$ cat config.mk
export PLATFORM = sky130hd
export DESIGN_NAME = dds_freq_ctrl
export DESIGN_NICKNAME = d
export VERILOG_FILES = /design/src/rtl/dds_freq_ctrl.sv
export SDC_FILE = /design/constraint.sdc
export NUM_CORES = 1
export LEC_CHECK = 0
export CELL_PAD_IN_SITES_DETAIL_PLACEMENT = 0
export CELL_PAD_IN_SITES_GLOBAL_PLACEMENT = 1
export CORE_AREA = 2 2 156 158
export CTS_CLUSTER_DIAMETER = 30
export DETAILED_ROUTE_END_ITERATION = 6
export DIE_AREA = 0 0 158 160
export PLACE_DENSITY = 0.62
export SYNTH_ARGS = -nofsm -noshare
export SYNTH_HDL_FRONTEND = slang
export SYNTH_SLANG_ARGS = --single-unit
$ cat constraint.sdc
create_clock -name Fg_CLK -period 10.8 [get_ports Fg_CLK]
set_input_delay 1.62 -clock Fg_CLK [delete_from_list [all_inputs] [get_ports Fg_CLK]]
set_output_delay 1.62 -clock Fg_CLK [all_outputs]
set_load 0.005 [all_outputs]
$ cat src/rtl/dds_freq_ctrl.sv
// Frequency-control front end for the DDS: turns a frequency index into a tuning
// word by a sequential shift-add multiply and commits it glitch-free on an accumulator wrap.
module dds_freq_ctrl #(
    parameter int ACC_W        = 32,
    parameter int TW_STEP      = 1790,
    parameter int ADDR_MAX     = 1800,
    parameter int WRAP_TIMEOUT = 2400000
) (
    input  logic             Fg_CLK,
    input  logic             RESETn,
    input  logic [10:0]      Address,
    input  logic             FreqChng,
    input  logic             Phase_Wrap,
    output logic [ACC_W-1:0] Tword,
    output logic             Tword_load,
    output logic             Busy,
    output logic             Sat
);

    localparam int PROD_W = ACC_W + 11;
    localparam int TMR_W  = (WRAP_TIMEOUT > 1) ? $clog2(WRAP_TIMEOUT) : 1;

    typedef enum logic [1:0] {IDLE, MUL, WAIT_WRAP} state_t;

    state_t            state;
    logic [10:0]       operand;
    logic [10:0]       pend_op;
    logic              pend;
    logic [PROD_W-1:0] product;
    logic [3:0]        bit_cnt;
    logic [TMR_W-1:0]  timer;

    logic [10:0]       addr_clamped;
    logic [PROD_W-1:0] step_shifted;
    logic              commit;
    logic              overflow;
    logic              next_req;
    logic [10:0]       next_op;

    assign addr_clamped = (Address > 11'(ADDR_MAX)) ? 11'(ADDR_MAX) : Address;
    assign step_shifted = PROD_W'(TW_STEP) << bit_cnt;
    assign commit       = (state == WAIT_WRAP) &&
                          (Phase_Wrap || (timer == TMR_W'(WRAP_TIMEOUT - 1)));
    assign overflow     = |product[PROD_W-1:ACC_W];
    // A request arriving on the commit edge itself wins over an older pending one.
    assign next_req     = FreqChng | pend;
    assign next_op      = FreqChng ? addr_clamped : pend_op;
    assign Busy         = (state != IDLE);

    // NOTE: all state here uses non-blocking assignments so every register samples
    // the pre-edge values of its neighbours, matching the hardware it describes.
    always_ff @(posedge Fg_CLK) begin
        if (!RESETn) begin
            state      <= IDLE;
            operand    <= '0;
            pend_op    <= '0;
            pend       <= 1'b0;
            product    <= '0;
            bit_cnt    <= '0;
            timer      <= '0;
            Tword      <= '0;
            Tword_load <= 1'b0;
            Sat        <= 1'b0;
        end else begin
            Tword_load <= 1'b0;
            case (state)
                IDLE: begin
                    if (FreqChng) begin
                        operand <= addr_clamped;
                        product <= '0;
                        bit_cnt <= '0;
                        state   <= MUL;
                    end
                end
                MUL: begin
                    // One operand bit per edge, LSB first; the operand shifts down.
                    if (operand[0]) product <= product + step_shifted;
                    operand <= operand >> 1;
                    bit_cnt <= bit_cnt + 4'd1;
                    if (bit_cnt == 4'd10) begin
                        timer <= '0;
                        state <= WAIT_WRAP;
                    end
                    if (FreqChng) begin
                        pend    <= 1'b1;
                        pend_op <= addr_clamped;
                    end
                end
                WAIT_WRAP: begin
                    if (commit) begin
                        Tword      <= overflow ? '1 : product[ACC_W-1:0];
                        Sat        <= overflow;
                        Tword_load <= 1'b1;
                        pend       <= 1'b0;
                        if (next_req) begin
                            operand <= next_op;
                            product <= '0;
                            bit_cnt <= '0;
                            state   <= MUL;
                        end else begin
                            state <= IDLE;
                        end
                    end else begin
                        timer <= timer + TMR_W'(1);
                        if (FreqChng) begin
                            pend    <= 1'b1;
                            pend_op <= addr_clamped;
                        end
                    end
                end
                default: state <= IDLE;
            endcase
        end
    end

endmodule

==> flow_summary.html <==
<table>
<tr><th>Metric</th><th>Value</th></tr>
<tr><th colspan="2">Synthesis</th></tr>
<tr><td>Post-Synthesis Mean Instance Area</td><td>between 8 and 9 um2</td></tr>
<tr><td>Top cell types by occurrence after synthesis</td><td>sky130_fd_sc_hd__dfxtp_1, sky130_fd_sc_hd__nand2_1, sky130_fd_sc_hd__nor2_1</td></tr>
<tr><td>Commonest register cell after synthesis</td><td>sky130_fd_sc_hd__dfxtp_1</td></tr>
<tr><td>Yosys warns</td><td>0</td></tr>
<tr><td>Number of distinct library cell variants in the gate-level netlist after synthesis</td><td>between 60 and 70</td></tr>
<tr><td>Top-count cell post-synth</td><td>sky130_fd_sc_hd__dfxtp_1</td></tr>
<tr><td>Portion of the post-synthesis area used by sequential elements</td><td>36.2%</td></tr>
<tr><td>Top cell type by total area after synthesis</td><td>sky130_fd_sc_hd__dfxtp_1</td></tr>
<tr><td>Number of register bits inferred by synthesis</td><td>approximately 130</td></tr>
<tr><td>Post-synthesis net count</td><td>approximately 900</td></tr>
<tr><td>Cell count after synthesis</td><td>between 800 and 900</td></tr>
<tr><td>Area share of the largest cell type after synthesis</td><td>a little over a third</td></tr>
<tr><td>Ranking of synthesized cells by area</td><td>sky130_fd_sc_hd__dfxtp_1, sky130_fd_sc_hd__ha_1, sky130_fd_sc_hd__o211a_1</td></tr>
<tr><td>Proportion of register bits with asynchronous set or reset after synthesis</td><td>0%</td></tr>
<tr><td>Cell area after technology mapping</td><td>around 7000 um2</td></tr>
<tr><td>EDFF count, synth</td><td>0</td></tr>
<tr><th colspan="2">Clock network</th></tr>
<tr><td>Worst-skew pair later-pin latency</td><td>~0.42 ns</td></tr>
<tr><td>Count of buffers added by post-CTS timing repair for setup</td><td>0</td></tr>
<tr><td>Number of resized instances in the post-cts repair step</td><td>0</td></tr>
<tr><td>Cts hold-fix bufs</td><td>0</td></tr>
<tr><td>Max Root-Sink Buffers</td><td>2</td></tr>
<tr><td>Clock-pin slew of the registers on the worst-case setup and hold paths</td><td>~0.060 ns</td></tr>
<tr><td>Clock tree root driver cell</td><td>sky130_fd_sc_hd__clkbuf_16</td></tr>
<tr><td>Number of sinks on the clock net</td><td>126</td></tr>
<tr><td>Number of buffers added by the clock tree synthesis step</td><td>17</td></tr>
<tr><td>H-tree levels</td><td>4</td></tr>
<tr><td>Clock tree from TritonCTS</td><td>done</td></tr>
<tr><th colspan="2">STA</th></tr>
<tr><td>Slew Viols, Final</td><td>0</td></tr>
<tr><td>Final min period</td><td>about 4.0 ns</td></tr>
<tr><td>Unrepaired setup endpoints after global routing</td><td>no</td></tr>
<tr><td>Final hold violation count</td><td>0</td></tr>
<tr><td>Timing-limited maximum frequency</td><td>~250 MHz</td></tr>
<tr><td>Slew headroom</td><td>between 30 and 40%</td></tr>
<tr><td>Count of final setup violators</td><td>0</td></tr>
<tr><td>Tightest hold margin</td><td>0.464 ns</td></tr>
<tr><td>Transition time at the pin with the least slew margin</td><td>0.966 ns</td></tr>
<tr><td>Setup_tns</td><td>0 ns</td></tr>
<tr><td>Worst clock skew</td><td>0.00660 ns</td></tr>
<tr><td>Post-route clock period utilization</td><td>37.4%</td></tr>
<tr><th colspan="2">Floorplan</th></tr>
<tr><td>Die footprint</td><td>roughly 25,000 um2</td></tr>
<tr><td>Effective utilization at floorplan</td><td>~29%</td></tr>
<tr><td>Width of the die</td><td>approximately 160 um</td></tr>
<tr><td>Std cell rows</td><td>57</td></tr>
<tr><td>Number of ports placed on the die boundary</td><td>50</td></tr>
<tr><td>Core area</td><td>23,800 um2</td></tr>
<tr><td>Die Ht</td><td>160 um</td></tr>
<tr><th colspan="2">Critical path</th></tr>
<tr><td>Cell-by-cell trace of the critical path</td><td>inv_1 -&gt; ha_1 -&gt; nor2_1 -&gt; a21oi_1 -&gt; ha_1 -&gt; and2_1 -&gt; a221o_1 -&gt; o2111a_1 -&gt; a211oi_2 -&gt; o21ba_2 -&gt; o21a_1 -&gt; o21ai_0 -&gt; a21oi_1</td></tr>
<tr><td>Kind of end point of the critical path</td><td>register</td></tr>
<tr><td>Data arrival, critical path</td><td>4.37 ns</td></tr>
<tr><td>Cell type group with the largest total delay on the critical path</td><td>compound AO/OA/AOI/OAI gates</td></tr>
<tr><td>Worst setup path category</td><td>register to register</td></tr>
<tr><td>CP bufs+invs</td><td>1</td></tr>
<tr><td>Crit-path slowest cell</td><td>sky130_fd_sc_hd__dfxtp_1</td></tr>
<tr><td>Max stage delay on crit path</td><td>0.48 ns</td></tr>
<tr><td>Critical path startpoint category</td><td>register</td></tr>
<tr><td>Max FO, Critical Path</td><td>14</td></tr>
<tr><td>Worst endpoint required time</td><td>around 11 ns</td></tr>
<tr><th colspan="2">Placed design</th></tr>
<tr><td>Half-perimeter wire length after placement</td><td>between 10 and 15 mm</td></tr>
<tr><td>Final weighted congestion in routability-driven placement</td><td>approximately 0.77</td></tr>
<tr><td>Number of port buffers</td><td>49</td></tr>
<tr><td># placed instances</td><td>~1,200</td></tr>
<tr><th colspan="2">Worst hold path</th></tr>
<tr><td>Path class of the lowest-slack min-delay path</td><td>register to register</td></tr>
<tr><th colspan="2">Global routing</th></tr>
<tr><td>Pin count of the biggest net entering global routing</td><td>between 70 and 80</td></tr>
<tr><td>GRT Resource Usage Total</td><td>14.5%</td></tr>
<tr><td>Initial antenna violation count</td><td>0</td></tr>
<tr><td>GRT Residual Overflow</td><td>0</td></tr>
<tr><td>Vias in the first global route</td><td>~5,700</td></tr>
<tr><td>Global-route wire length before repair</td><td>roughly 30 mm</td></tr>
<tr><th colspan="2">Routing</th></tr>
<tr><td>DRT Pass-1 Iters</td><td>4</td></tr>
<tr><td>Final routed wire length divided by cell count</td><td>around 15 um</td></tr>
<tr><td>Vias after detailed routing</td><td>about 5,900</td></tr>
<tr><td>Post-Route WL</td><td>17.5 mm</td></tr>
<tr><td>Count of nets left with antenna violations after detail routing</td><td>0</td></tr>
<tr><td>Number of DRC markers in iteration 0</td><td>about 360</td></tr>
<tr><td>Number of vias per cell after detailed routing</td><td>4.93</td></tr>
<tr><td>DRC viols</td><td>0</td></tr>
<tr><th colspan="2">Pwr</th></tr>
<tr><td>Maximum ir drop on the vdd rail</td><td>0.0832 mV</td></tr>
<tr><td>Leakage power total</td><td>about 3.6 nW</td></tr>
<tr><td>Overall power</td><td>1.30 mW</td></tr>
<tr><td>Power density cells</td><td>about 160 nW/um2</td></tr>
<tr><th colspan="2">Run status</th></tr>
<tr><td>Outcome</td><td>finished clean</td></tr>
<tr><th colspan="2">Cells and area</th></tr>
<tr><td>Layout net count</td><td>approximately 900</td></tr>
<tr><td>Non-filler instance count after layout</td><td>around 1,200</td></tr>
<tr><td>Share of the core filled with cells in the final layout</td><td>between 30% and 40%</td></tr>
<tr><td>Fraction of final layout cells with drive strength greater than 1</td><td>a little over 6%</td></tr>
<tr><td>Diode count</td><td>0</td></tr>
<tr><td>Synthesis-to-layout area growth</td><td>19.4%</td></tr>
<tr><th colspan="2">Job</th></tr>
<tr><td>Max-Cap Viols</td><td>0</td></tr>
</table>
## layout by cell type (no fill, tap or decap), drive strengths merged, types with 12 or more instances in the layout
cell / netlist / final
dfxtp: 126 / 126
nand2: 99 / 99
nor2: 91 / 91
a21oi: 50 / 50
clkdlybuf4s50: 0 / 48
o211a: 43 / 43
ha: 39 / 39
nand3: 28 / 28
xnor2: 26 / 26
nor2b: 23 / 23
xor2: 23 / 23
o21ai: 22 / 22
a22o: 21 / 21
inv: 14 / 19
a22oi: 18 / 18
clkbuf: 40 / 18
and3: 14 / 14
a21boi: 12 / 12
## state kept, by name (all words and copies together) (netlist names)
name        flops
Sat             1
Tword          31
state           2
pend            1
product        42
Tword_load      1
bit_cnt         4
timer          22
pend_op        11
operand        11
## stage by stage
step	area, um2	worst slack (ns)
CTS	8330	6.77
finish	8330	6.76
global placement	7730	6.40
detailed placement	7730	6.35
floorplan	6970	7.40
global route	8330	6.42
## kinds of logic after synthesis
family          synth area share [%]
buf+inv                         3.46
simple gates                    22.7
compound gates                  23.8
fa+ha+maj                       7.29
mux                            0.431
xor+xnor                        6.15
flops                           36.2
## per-layer routing
metal  vias to the layer above  GRT usage, %  wire length, um
li1                       3025             -                -
met1                      2742          20.3             8940
met2                        76          22.1             7860
met3                        17          2.82              482
met4                         0          4.91              236
met5                         -             0                0
## layout make-up
cell class / count / area, um2
fill: 2504 / 15500
multi-input combinational: 637 / 4210
sequential: 126 / 2520
timing repair buffer: 55 / 531
clock buffer: 18 / 439
tap: 324 / 405
clock inverter: 14 / 159
inverter: 15 / 56.3
## worst paths after layout
kind	start	endpoint	slack [ns]	depth (start not counted)
setup reg to reg	bit_cnt[1]	product[36]	6.76	13
setup / recovery	bit_cnt[1]	product[36]	6.76	13
hold / removal	pend_op[1]	pend_op[1]	0.46	2
hold reg to reg	pend_op[1]	pend_op[1]	0.46	2
## worst min-delay path, cell delays in order, from the launching register on
cell                       delay [ns]
sky130_fd_sc_hd__dfxtp_1         0.31
sky130_fd_sc_hd__nand2_1         0.04
sky130_fd_sc_hd__a21boi_0        0.06
## power breakdown
group	internal, mW	switching, mW	leakage, nW	total, mW
clock	0.351	0.235	0.287	0.586
sequential	0.489	0.0165	1.02	0.506
combinational	0.0846	0.125	2.27	0.210
Note: power is estimated with default switching activity, not from simulation.
